<file path="src/rtl/beam_sort_pkg.sv">
// Shared types and defaults for the beam-power top-K sorter.
package beam_sort_pkg;

  localparam int unsigned BEAMS_IN_DEF = 64;
  localparam int unsigned BEAM_DEF     = 16;
  localparam int unsigned PWR_W_DEF    = 32;
  localparam int unsigned IDX_W        = 7;

  localparam logic [IDX_W-1:0] IDX_MAX = '1;

  typedef enum logic [1:0] {
    ST_IDLE,
    ST_FILL,
    ST_OUT
  } state_e;

  typedef struct packed {
    logic                 valid;
    logic [PWR_W_DEF-1:0] pwr;
    logic [IDX_W-1:0]     idx;
  } entry_t;

  function automatic logic [IDX_W-1:0] sat_inc(input logic [IDX_W-1:0] v);
    return (v == IDX_MAX) ? v : v + 7'd1;
  endfunction

endpackage

</file>
<file path="src/rtl/beam_sort_if.sv">
// Beam-power sample stream in, selected beam indices and status pulses out.
interface beam_sort_if
  import beam_sort_pkg::*;
#(
  parameter int unsigned BEAM  = BEAM_DEF,
  parameter int unsigned PWR_W = PWR_W_DEF
);

  logic                  i_pwr_vld;
  logic [PWR_W-1:0]      i_pwr_data;
  logic                  i_pwr_sop;
  logic                  i_pwr_eop;
  logic [BEAM-1:0][7:0]  o_beam_idx;
  logic                  o_rbg_load;
  logic                  o_err;

  modport master (
    output i_pwr_vld, i_pwr_data, i_pwr_sop, i_pwr_eop,
    input  o_beam_idx, o_rbg_load, o_err
  );

  modport slave (
    input  i_pwr_vld, i_pwr_data, i_pwr_sop, i_pwr_eop,
    output o_beam_idx, o_rbg_load, o_err
  );

endinterface

</file>
<file path="src/rtl/beam_sort_cell.sv">
// One slot of the sorted table: holds an entry and decides keep / take sample / shift down.
module beam_sort_cell
  import beam_sort_pkg::*;
(
  input  logic   clk_i,
  input  logic   rst_ni,
  input  logic   ins_i,
  input  logic   clr_i,
  input  entry_t sample_i,
  input  entry_t upper_i,
  input  logic   upper_disp_i,
  output entry_t entry_o,
  output logic   disp_o
);

  entry_t entry_q, entry_d;
  entry_t own, shift_in;

  // A clear is folded in combinationally so the sop sample lands in an empty table.
  always_comb begin
    own      = clr_i ? '0 : entry_q;
    shift_in = clr_i ? '0 : upper_i;
    disp_o   = !own.valid || (sample_i.pwr > own.pwr);
    entry_d  = entry_q;
    if (ins_i) begin
      if (upper_disp_i)
        entry_d = shift_in;
      else if (disp_o)
        entry_d = sample_i;
      else
        entry_d = own;
    end
  end

  always_ff @(posedge clk_i or negedge rst_ni) begin
    if (!rst_ni)
      entry_q <= '0;
    else
      entry_q <= entry_d;
  end

  assign entry_o = entry_q;

endmodule

</file>
<file path="src/rtl/beam_sort_top.sv">
// Keeps the BEAM strongest beams of each RBG and publishes their indices after eop.
module beam_sort_top
  import beam_sort_pkg::*;
#(
  parameter int unsigned BEAMS_IN = BEAMS_IN_DEF,
  parameter int unsigned BEAM     = BEAM_DEF,
  parameter int unsigned PWR_W    = PWR_W_DEF
) (
  input logic        i_clk,
  input logic        i_reset_n,
  beam_sort_if.slave pwr_if
);

  localparam logic [IDX_W-1:0] CNT_FULL = IDX_W'(BEAMS_IN);
  localparam logic [IDX_W-1:0] CNT_MIN  = IDX_W'(BEAM);

  state_e               state_q, state_d;
  logic [IDX_W-1:0]     cnt_q, cnt_d;
  logic [BEAM-1:0][7:0] idx_q, idx_d;
  logic                 load_q, load_d;
  logic                 err_q, err_d;
  logic                 cnt_err;

  logic                 sop_v, eop_v, ins;
  logic [PWR_W-1:0]     pwr_in;
  entry_t               sample;
  entry_t               tbl      [BEAM];
  entry_t               up_entry [BEAM];
  logic                 up_disp  [BEAM];
  logic                 disp     [BEAM];

  assign sop_v  = pwr_if.i_pwr_vld & pwr_if.i_pwr_sop;
  assign eop_v  = pwr_if.i_pwr_vld & pwr_if.i_pwr_eop;
  assign ins    = pwr_if.i_pwr_vld & (pwr_if.i_pwr_sop | (state_q == ST_FILL));
  assign pwr_in = pwr_if.i_pwr_data;

  assign sample = '{valid: 1'b1,
                    pwr:   PWR_W_DEF'(pwr_in),
                    idx:   sop_v ? '0 : cnt_q};

  for (genvar g = 0; g < BEAM; g++) begin : g_cell
    if (g == 0) begin : g_head
      assign up_entry[g] = '0;
      assign up_disp[g]  = 1'b0;
    end else begin : g_body
      assign up_entry[g] = tbl[g-1];
      assign up_disp[g]  = disp[g-1];
    end

    beam_sort_cell u_cell (
      .clk_i        (i_clk),
      .rst_ni       (i_reset_n),
      .ins_i        (ins),
      .clr_i        (sop_v),
      .sample_i     (sample),
      .upper_i      (up_entry[g]),
      .upper_disp_i (up_disp[g]),
      .entry_o      (tbl[g]),
      .disp_o       (disp[g])
    );
  end

  // In OUT the counter still holds the finished RBG's sample count.
  always_comb begin
    state_d = state_q;
    cnt_d   = cnt_q;
    idx_d   = idx_q;
    load_d  = 1'b0;
    err_d   = 1'b0;
    cnt_err = (cnt_q != CNT_FULL) || (cnt_q < CNT_MIN);

    case (state_q)
      ST_IDLE: begin
        if (sop_v)
          state_d = eop_v ? ST_OUT : ST_FILL;
      end
      ST_FILL: begin
        if (eop_v)
          state_d = ST_OUT;
        if (sop_v)
          err_d = 1'b1;
      end
      ST_OUT: begin
        load_d = 1'b1;
        err_d  = cnt_err;
        for (int unsigned i = 0; i < BEAM; i++)
          idx_d[i] = tbl[i].valid ? {1'b0, tbl[i].idx} : 8'd0;
        if (sop_v)
          state_d = eop_v ? ST_OUT : ST_FILL;
        else
          state_d = ST_IDLE;
      end
      default: state_d = ST_IDLE;
    endcase

    if (sop_v)
      cnt_d = 7'd1;
    else if (ins)
      cnt_d = sat_inc(cnt_q);
  end

  always_ff @(posedge i_clk or negedge i_reset_n) begin
    if (!i_reset_n) begin
      state_q <= ST_IDLE;
      cnt_q   <= '0;
      idx_q   <= '0;
      load_q  <= 1'b0;
      err_q   <= 1'b0;
    end else begin
      state_q <= state_d;
      cnt_q   <= cnt_d;
      idx_q   <= idx_d;
      load_q  <= load_d;
      err_q   <= err_d;
    end
  end

  assign pwr_if.o_beam_idx = idx_q;
  assign pwr_if.o_rbg_load = load_q;
  assign pwr_if.o_err      = err_q;

endmodule

</file>
<file path="src/flat_wrapper.sv">
// flat-port wrapper written by rule: the top's interface ports become plain ports
module beam_sort_top_flat import beam_sort_pkg::*;
#(
  parameter int unsigned BEAMS_IN = BEAMS_IN_DEF,
  parameter int unsigned BEAM     = BEAM_DEF,
  parameter int unsigned PWR_W    = PWR_W_DEF
)
  (i_clk, i_reset_n, pwr_if_i_pwr_vld, pwr_if_i_pwr_data, pwr_if_i_pwr_sop, pwr_if_i_pwr_eop, pwr_if_o_beam_idx, pwr_if_o_rbg_load, pwr_if_o_err);
  beam_sort_if #(.BEAM(BEAM), .PWR_W(PWR_W)) pwr_if_i ();
  input logic i_clk;
  input logic i_reset_n;
  input wire logic [$bits(pwr_if_i.i_pwr_vld)-1:0] pwr_if_i_pwr_vld;
  input wire logic [$bits(pwr_if_i.i_pwr_data)-1:0] pwr_if_i_pwr_data;
  input wire logic [$bits(pwr_if_i.i_pwr_sop)-1:0] pwr_if_i_pwr_sop;
  input wire logic [$bits(pwr_if_i.i_pwr_eop)-1:0] pwr_if_i_pwr_eop;
  output wire logic [$bits(pwr_if_i.o_beam_idx)-1:0] pwr_if_o_beam_idx;
  output wire logic [$bits(pwr_if_i.o_rbg_load)-1:0] pwr_if_o_rbg_load;
  output wire logic [$bits(pwr_if_i.o_err)-1:0] pwr_if_o_err;
  assign pwr_if_i.i_pwr_vld = pwr_if_i_pwr_vld;
  assign pwr_if_i.i_pwr_data = pwr_if_i_pwr_data;
  assign pwr_if_i.i_pwr_sop = pwr_if_i_pwr_sop;
  assign pwr_if_i.i_pwr_eop = pwr_if_i_pwr_eop;
  assign pwr_if_o_beam_idx = pwr_if_i.o_beam_idx;
  assign pwr_if_o_rbg_load = pwr_if_i.o_rbg_load;
  assign pwr_if_o_err = pwr_if_i.o_err;
  beam_sort_top #(.BEAMS_IN(BEAMS_IN), .BEAM(BEAM), .PWR_W(PWR_W)) u_core (.i_clk(i_clk), .i_reset_n(i_reset_n), .pwr_if(pwr_if_i));
endmodule
</file>
<file path="config.mk">
export PLATFORM = sky130hd
export DESIGN_NAME = beam_sort_top_flat
export DESIGN_NICKNAME = d
export VERILOG_FILES = /design/src/rtl/beam_sort_pkg.sv /design/src/rtl/beam_sort_if.sv /design/src/rtl/beam_sort_cell.sv /design/src/rtl/beam_sort_top.sv /design/src/flat_wrapper.sv
export SDC_FILE = /design/constraint.sdc
export NUM_CORES = 2
export LEC_CHECK = 0
export ABC_CLOCK_PERIOD_IN_PS = 3100
export CAP_MARGIN = 30
export CORE_MARGIN = 10
export CORE_UTILIZATION = 35
export CTS_BUF_LIST = sky130_fd_sc_hd__clkbuf_16
export CTS_CLUSTER_DIAMETER = 200
export DETAILED_ROUTE_END_ITERATION = 12
export PLACE_DENSITY = 0.62
export SKIP_LAST_GASP = 1
export SYNTH_ARGS = -nofsm -noshare
export SYNTH_HDL_FRONTEND = slang
export SYNTH_SLANG_ARGS = --single-unit
</file>
<file path="constraint.sdc">
create_clock -name i_clk -period 3.1 [get_ports i_clk]
set_input_delay 0.62 -clock i_clk [delete_from_list [all_inputs] [get_ports i_clk]]
set_output_delay 0.62 -clock i_clk [all_outputs]
set_load 0.005 [all_outputs]
</file>
## Word-level counts from Yosys, hierarchy flattened

Cells that the tools add are included.

- Flip-flop bits (word level): 779
- Bits in latches: 0
- RAM bits: 0
- Bits in read-only memories: 0
- Bits of input ports: 37
- Output and inout port bits: 130
- Memories: 0

- Add/subtract/negate cells: 1
- Multipliers: 0
- Div/mod/pow operators: 0
- Order comparisons: 17
- Equality and inequality tests: 7
- Shift operators: 0
- Multiplexer cells: 75
- Bitwise logic cells: 4
- Reductions and logical operators: 39

Operators by type and width:

| operator | number |
|---|---|
| 40-bit 2-to-1 mux | 47 |
| 32-bit greater-than comparator | 16 |
| 7-bit 2-to-1 mux | 20 |
| 1-bit logical OR | 17 |
| 1-bit logical NOT | 16 |
| 2-bit 2-to-1 mux | 4 |
| 7-bit by 1-bit adder with 7-bit output, second input constant | 1 |
| 7-bit == test, second input constant | 1 |
| 7-bit by 5-bit less-than comparator with 1-bit output, second input constant | 1 |
| 7-bit inequality test, second input constant | 1 |
| 2-bit case mux with 3 select lines | 1 |
| 2-bit AND reduction | 3 |
| 2-bit inequality test, second input constant | 2 |
| 1-bit AND | 3 |
| 3-bit nonzero test | 1 |
| 2-bit by 1-bit == test with 1-bit output, second input constant | 1 |
| 2-bit == test, second input constant | 1 |
| 2-bit logical NOT | 1 |
| 1-bit 2-to-1 mux | 2 |
| 2-bit by 1-bit inequality test with 1-bit output, second input constant | 1 |
| 1-bit case mux with 2 select lines | 1 |
| 2-bit nonzero test | 1 |
| 1-bit OR | 1 |

## Logic depth before layout (Yosys ltp)

- Depth in word-level cells: 6
- Gate-level depth with buffers: 21

## Cells and area by module

From an unflattened synthesis, not the netlist that was laid out.

- Cells, all modules: 5886
- Area, all modules: 54253.3 µm²

By module, submodules not included:

| module | times used | cells each | area an instance (µm²) | seq. area each (µm²) |
|---|---|---|---|---|
| beam_sort_cell (u_core.g_cell[10].u_cell ...) | 6 | 370 | 3303.2 | 1001.0 |
| beam_sort_cell (u_core.g_cell[13].u_cell ...) | 7 | 285 | 2795.2 | 1001.0 |
| beam_sort_cell (u_core.g_cell[0].u_cell ...) | 2 | 370 | 3305.7 | 1001.0 |
| beam_sort_top | 1 | 586 | 5255.0 | 3078.0 |
| beam_sort_cell (u_core.g_cell[9].u_cell) | 1 | 345 | 3001.6 | 1001.0 |

## Least setup slack after synthesis

No wires, ideal clock.

- Path type: input -> register
- Start: input port pwr_if_i_pwr_vld
- End: register u_core.g_cell[14].u_cell.entry_q, in the netlist u_core.g_cell[14].u_cell.entry_o[30]
- Setup time: 0.126 ns
- Data arrival time: 4.954 ns
- Slack: -1.980 ns
- Cell stages on the path: 19
- Cells stage by stage: buf_2 > nand2_1 > buf_2 > buf_2 > buf_1 > buf_1 > clkbuf_1 > clkbuf_1 > nand2_1 > ha_1 > a21o_1 > a21o_1 > a21o_1 > a2111oi_1 > a2bb2oi_1 > buf_2 > buf_2 > mux2_2 > a221o_1

- Longest elaborated chain between the ends: 6
- Elaborated cells on any way between the ends: 12
- Those cells by class: order compare: 2; mux: 4; bitwise: 2; reduce/logical: 4

RTL lines:

| element | RTL line | text |
|---|---|---|
| from (decl) | flat_wrapper.sv:12 | `input wire logic [$bits(pwr_if_i.i_pwr_vld)-1:0] pwr_if_i_pwr_vld;` |
| 1-bit AND | beam_sort_top.sv:32 | `assign sop_v = pwr_if.i_pwr_vld & pwr_if.i_pwr_sop;` |
| 40-bit 2-to-1 mux | beam_sort_cell.sv:21 | `own = clr_i ? '0 : entry_q;` |
| 32-bit greater-than comparator / 1-bit logical NOT (equally long branches) | beam_sort_cell.sv:23 | `disp_o = !own.valid \|\| (sample_i.pwr > own.pwr);` |
| 1-bit logical OR | beam_sort_cell.sv:23 |  |
| 40-bit 2-to-1 mux | beam_sort_cell.sv:28 | `else if (disp_o)` |
| 40-bit 2-to-1 mux | beam_sort_cell.sv:26 | `if (upper_disp_i)` |
| to (signal assigned) | beam_sort_cell.sv:39 | `entry_q <= entry_d;` |
| to (decl) | beam_sort_cell.sv:16 | `entry_t entry_q, entry_d;` |

Several ways; a longest one is shown, not always the timed one.
A chain may end at the register's enable or synchronous reset.

## Worst setup path in the final report

- Start: input port pwr_if_i_pwr_sop
- End: register u_core.g_cell[13].u_cell.entry_q, in the netlist u_core.g_cell[13].u_cell.entry_o[2]

- Longest elaborated chain between the ends: 6
- Elaborated cells on any way between the ends: 14
- Those cells by class: order compare: 2; mux: 5; bitwise: 3; reduce/logical: 4

RTL lines:

| element | RTL line | text |
|---|---|---|
| from (decl) | flat_wrapper.sv:14 | `input wire logic [$bits(pwr_if_i.i_pwr_sop)-1:0] pwr_if_i_pwr_sop;` |
| 1-bit AND | beam_sort_top.sv:32 |  |
| 40-bit 2-to-1 mux | beam_sort_cell.sv:21 |  |
| 32-bit greater-than comparator / 1-bit logical NOT (equally long branches) | beam_sort_cell.sv:23 |  |
| 1-bit logical OR | beam_sort_cell.sv:23 |  |
| 40-bit 2-to-1 mux | beam_sort_cell.sv:28 |  |
| 40-bit 2-to-1 mux | beam_sort_cell.sv:26 |  |
| to (signal assigned) | beam_sort_cell.sv:39 |  |
| to (decl) | beam_sort_cell.sv:16 |  |

Several ways; a longest one is shown, not always the timed one.

==> flow_summary.json <==
{
  "mappedNetlistArea_um2": 47700,
  "drt-pass1-iter-count": 7,
  "setup.worst_path.start_class": "input port",
  "dieHeight_um": 389,
  "clockBufferDepth": 3,
  "critical_path.reg2reg.endpoint": "u_core.g_cell[10].u_cell.entry_o[28]",
  "grt_setup_unrepaired": "yes",
  "dpl-instance-area_um2": 58900,
  "port-buffer-count": 150,
  "setup_viol": 595,
  "yosysSeqAreaShare_pct": 40.0,
  "cts_htree_levels": 3,
  "gp_routability_congestion": 0.953,
  "core_um2": 135000,
  "detail_route.iter0.violations": 5949,
  "peakVddDrop_uv": 393,
  "timing_worst_slew_pin_value_ns": 0.719,
  "number_of_enable_type_register_cells_in_the_synthesized_netlist": 0,
  "syn_inst": 5206,
  "cp_data_required_time_ns": 3.66,
  "grt_overflow": 0,
  "clk_root_buf": "sky130_fd_sc_hd__clkbuf_16",
  "hold-path-endpoint": "u_core.g_cell[1].u_cell.entry_o[26]",
  "outcome": "finished with violations",
  "static-leakage-power_nw": 31.3,
  "grt_pass1_vias": 48000,
  "whs_ns": 0.469,
  "setup_slack_ns": -0.348,
  "ff2ff_setup_slack_ns": -0.08,
  "layout_common_cells": "812 x sky130_fd_sc_hd__nand2_1, 806 x sky130_fd_sc_hd__buf_4, 763 x sky130_fd_sc_hd__dfrtp_1, 425 x sky130_fd_sc_hd__ha_1, 330 x sky130_fd_sc_hd__a221o_1",
  "clock_sink_count": 763,
  "final.min_clock_period_ns": 3.45,
  "grtUsageTotal_pct": 26.5,
  "finClkSkew_ns": 0.0191,
  "most_used_layer_global_route": "met2",
  "worstSkewPairLatency_ns": 0.68,
  "final_antenna_net_count": 0,
  "boundaryPins": 167,
  "dr_total_vias": 49600,
  "num_rows": 135,
  "hold_violations": 0,
  "met3_grt_util_pct": 7.27,
  "final_design_area_no_fill_um2": 70100,
  "inserted_clock_buffers": 83,
  "holdPathStages": 4,
  "finalMaxSlewViolations": 0,
  "max_freq_ghz": 0.290,
  "global_route_wire_length_before_repair_mm": 309,
  "final_nets": 6840,
  "primary_ff_master_synth": "sky130_fd_sc_hd__dfrtp_1",
  "maxSlewHeadroom_pct": 52.1,
  "chipWidth_um": 389,
  "asyncSetResetFlopFracSynth_pct": 100,
  "ys_types": 81,
  "grt.met1_usage_pct": 34.0,
  "syn_area_per_cell_um2": 9.17,
  "ys_ff_latch": 763,
  "setup-tns-final_ns": -95.14,
  "initial_core_util_pct": 35.2,
  "cap_viol_max_count": 0,
  "post-route-drc-count": 0,
  "timing.setup.critical_path_class": "input port to register",
  "final.period_utilization_pct": 111,
  "layout_commonest_cell": "sky130_fd_sc_hd__nand2_1",
  "clk_transition_reported_paths_ns": 0.06,
  "pin_count_of_the_biggest_net_entering_global_routing": 103,
  "detail_route.wirelength_mm": 219,
  "reg2reg_depth": 12,
  "yosys_warnings": 0,
  "reg2reg_from": "u_core.g_cell[10].u_cell.entry_o[38]",
  "cts_tree": "built",
  "holdCritPathClass": "input port to register",
  "use_met2_pct": 41.1,
  "end_kind": "register",
  "floorplan.die_area_um2": 152000,
  "worstPathArrival_ns": 4.01,
  "number_of_antenna_violations_at_the_first_check_in_global_routing": 16,
  "avgRoutedWirePerCell_um": 26.9,
  "worst_hold_startpoint": "pwr_if_i_pwr_data[19]",
  "hpwlAfterDp_mm": 142,
  "flow.area_growth_from_synthesis_pct": 46.8,
  "routed_via_count_divided_by_cell_count": 6.10,
  "violations": "setup timing",
  "drive_gt1_share_pct": 30.6,
  "worst-path-max-fanout": 6,
  "power_per_cell_area_nw_per_um2": 591
}
## cell type report
| class | instances | area (µm²) |
|---|---|---|
| repair buffers | 1346 | 15000 |
| clock buffers | 85 | 2130 |
| inverters | 252 | 946 |
| clock inverters | 65 | 623 |
| diodes | 2 | 5.00 |
| fillers | 11800 | 65400 |
| multi-input cells | 3839 | 30100 |
| well taps | 1781 | 2230 |
| flip-flops and latches | 763 | 19100 |
## metal layers
layer	routed length (µm)	vias to the layer above
met5	174	-
met4	14200	14
met3	23500	798
met2	96400	2958
met1	84800	24500
li1	-	21300
## power by group
part / switching (mW) / internal [mW]
Clock: 4.50 / 5.97
Sequential: 2.43 / 12.2
Combinational: 8.58 / 7.70
## flip-flops by register name (all words and copies together), names as in the netlist
signal	flops
u_core.g_cell.u_cell.entry_o	640
u_core.pwr_if.o_rbg_load	1
u_core.state_q	2
u_core.cnt_q	7
u_core.pwr_if.o_beam_idx	112
u_core.pwr_if.o_err	1
## cells by family after synthesis
kind of cell             share of synthesized area (%)
AND/OR/NAND/NOR                                   16.1
AO/OA/AOI/OAI                                     21.6
flip-flops                                        40.0
buffers and inverters                             5.32
adder cells (fa/ha/maj)                           13.6
multiplexers                                      3.34
XOR/XNOR                                        0.0734
other                                          0.00786
## timing repair
| action | CTS | global route |
|---|---|---|
| endpoints found under the hold margin | 28 | 0 |
| setup buffers | 178 | 105 |
| gates resized for setup | 411 | 459 |
| gates cloned | 66 | 33 |
| pin swaps | 123 | 189 |
| hold buffers | 1 | 0 |
| setup endpoints to repair | 624 | 621 |
## Yosys cell counts (5+ instances only)
| library cell | n | area (µm²) |
|---|---|---|
| sky130_fd_sc_hd__a21o_1 | 105 | 788 |
| sky130_fd_sc_hd__a221o_1 | 330 | 3300 |
| sky130_fd_sc_hd__or2_2 | 5 | 31.3 |
| sky130_fd_sc_hd__buf_1 | 19 | 71.3 |
| sky130_fd_sc_hd__o32ai_1 | 33 | 289 |
| sky130_fd_sc_hd__and4_1 | 10 | 87.6 |
| sky130_fd_sc_hd__nor2_1 | 352 | 1320 |
| sky130_fd_sc_hd__o21ai_1 | 6 | 30.0 |
| sky130_fd_sc_hd__o211ai_1 | 29 | 218 |
| sky130_fd_sc_hd__a211o_1 | 6 | 52.6 |
| sky130_fd_sc_hd__o31ai_1 | 26 | 195 |
| sky130_fd_sc_hd__o22ai_1 | 27 | 169 |
| sky130_fd_sc_hd__nand4_1 | 119 | 744 |
| sky130_fd_sc_hd__mux2_2 | 91 | 1020 |
| sky130_fd_sc_hd__nor4_1 | 21 | 131 |
| sky130_fd_sc_hd__and2_0 | 5 | 31.3 |
| sky130_fd_sc_hd__mux2i_1 | 57 | 571 |
| sky130_fd_sc_hd__o22a_1 | 10 | 87.6 |
| sky130_fd_sc_hd__o221ai_1 | 116 | 1020 |
| sky130_fd_sc_hd__ha_1 | 518 | 6480 |
| sky130_fd_sc_hd__nand2_1 | 923 | 3460 |
| sky130_fd_sc_hd__a21oi_1 | 251 | 1260 |
| sky130_fd_sc_hd__and3_1 | 23 | 144 |
| sky130_fd_sc_hd__buf_4 | 25 | 188 |
| sky130_fd_sc_hd__clkbuf_1 | 251 | 942 |
| sky130_fd_sc_hd__a211oi_1 | 16 | 120 |
| sky130_fd_sc_hd__nor2b_1 | 24 | 150 |
| sky130_fd_sc_hd__nand2b_1 | 9 | 56.3 |
| sky130_fd_sc_hd__o21a_1 | 11 | 82.6 |
| sky130_fd_sc_hd__or3_1 | 12 | 75.1 |
| sky130_fd_sc_hd__a2111o_1 | 5 | 56.3 |
| sky130_fd_sc_hd__a22oi_1 | 47 | 353 |
| sky130_fd_sc_hd__nor3_1 | 73 | 365 |
| sky130_fd_sc_hd__inv_1 | 252 | 946 |
| sky130_fd_sc_hd__and2_1 | 70 | 438 |
| sky130_fd_sc_hd__dfrtp_1 | 763 | 19100 |
| sky130_fd_sc_hd__o21ai_0 | 259 | 1300 |
| sky130_fd_sc_hd__a2bb2oi_1 | 38 | 333 |
| sky130_fd_sc_hd__a221oi_1 | 5 | 43.8 |
| sky130_fd_sc_hd__o32a_1 | 11 | 110 |
| sky130_fd_sc_hd__buf_2 | 73 | 365 |
| sky130_fd_sc_hd__nand3_1 | 110 | 551 |
## through the flow
step,utilization [%],worst slack [ns],cells,power (mW)
after floorplan,-,-0.995,5221,21.8
after global placement,43.4,-1.61,7622,27.4
after detailed placement,43.5,-1.68,7623,27.9
after CTS,49.2,-0.172,8011,39.5
after global routing,51.7,-0.324,8131,43.2
final,51.7,-0.348,8133,41.4
## worst max-delay path by stage
stage | slack, ns | endpoint | depth (start not counted) | from
3_3_place_gp | -1.61 | u_core.g_cell[11].u_cell.entry_o[1] | 16 | pwr_if_i_pwr_sop
5_1_grt | -0.32 | u_core.g_cell[13].u_cell.entry_o[0] | 20 | pwr_if_i_pwr_sop
6_report | -0.35 | u_core.g_cell[13].u_cell.entry_o[2] | 20 | pwr_if_i_pwr_sop
3_5_place_dp | -1.68 | u_core.g_cell[11].u_cell.entry_o[3] | 16 | pwr_if_i_pwr_sop
2_1_floorplan | -0.99 | u_core.g_cell[10].u_cell.entry_o[10] | 20 | pwr_if_i_pwr_sop
4_1_cts | -0.17 | u_core.g_cell[11].u_cell.entry_o[20] | 19 | pwr_if_i_pwr_vld
## worst max-delay path: stages
cell	delay, ns
sky130_fd_sc_hd__buf_12	0.11
sky130_fd_sc_hd__nand2_8	0.15
sky130_fd_sc_hd__buf_12	0.17
sky130_fd_sc_hd__buf_12	0.13
sky130_fd_sc_hd__buf_12	0.12
sky130_fd_sc_hd__buf_8	0.11
sky130_fd_sc_hd__buf_12	0.11
sky130_fd_sc_hd__nand2_4	0.05
sky130_fd_sc_hd__ha_4	0.27
sky130_fd_sc_hd__nand4_1	0.19
sky130_fd_sc_hd__buf_4	0.21
sky130_fd_sc_hd__nor4_4	0.22
sky130_fd_sc_hd__buf_4	0.17
sky130_fd_sc_hd__o41a_1	0.19
sky130_fd_sc_hd__o31a_1	0.26
sky130_fd_sc_hd__buf_6	0.14
sky130_fd_sc_hd__o21ai_4	0.09
sky130_fd_sc_hd__buf_12	0.17
sky130_fd_sc_hd__buf_16	0.14
sky130_fd_sc_hd__a221o_1	0.36
Power figures use the tool's default switching activity.
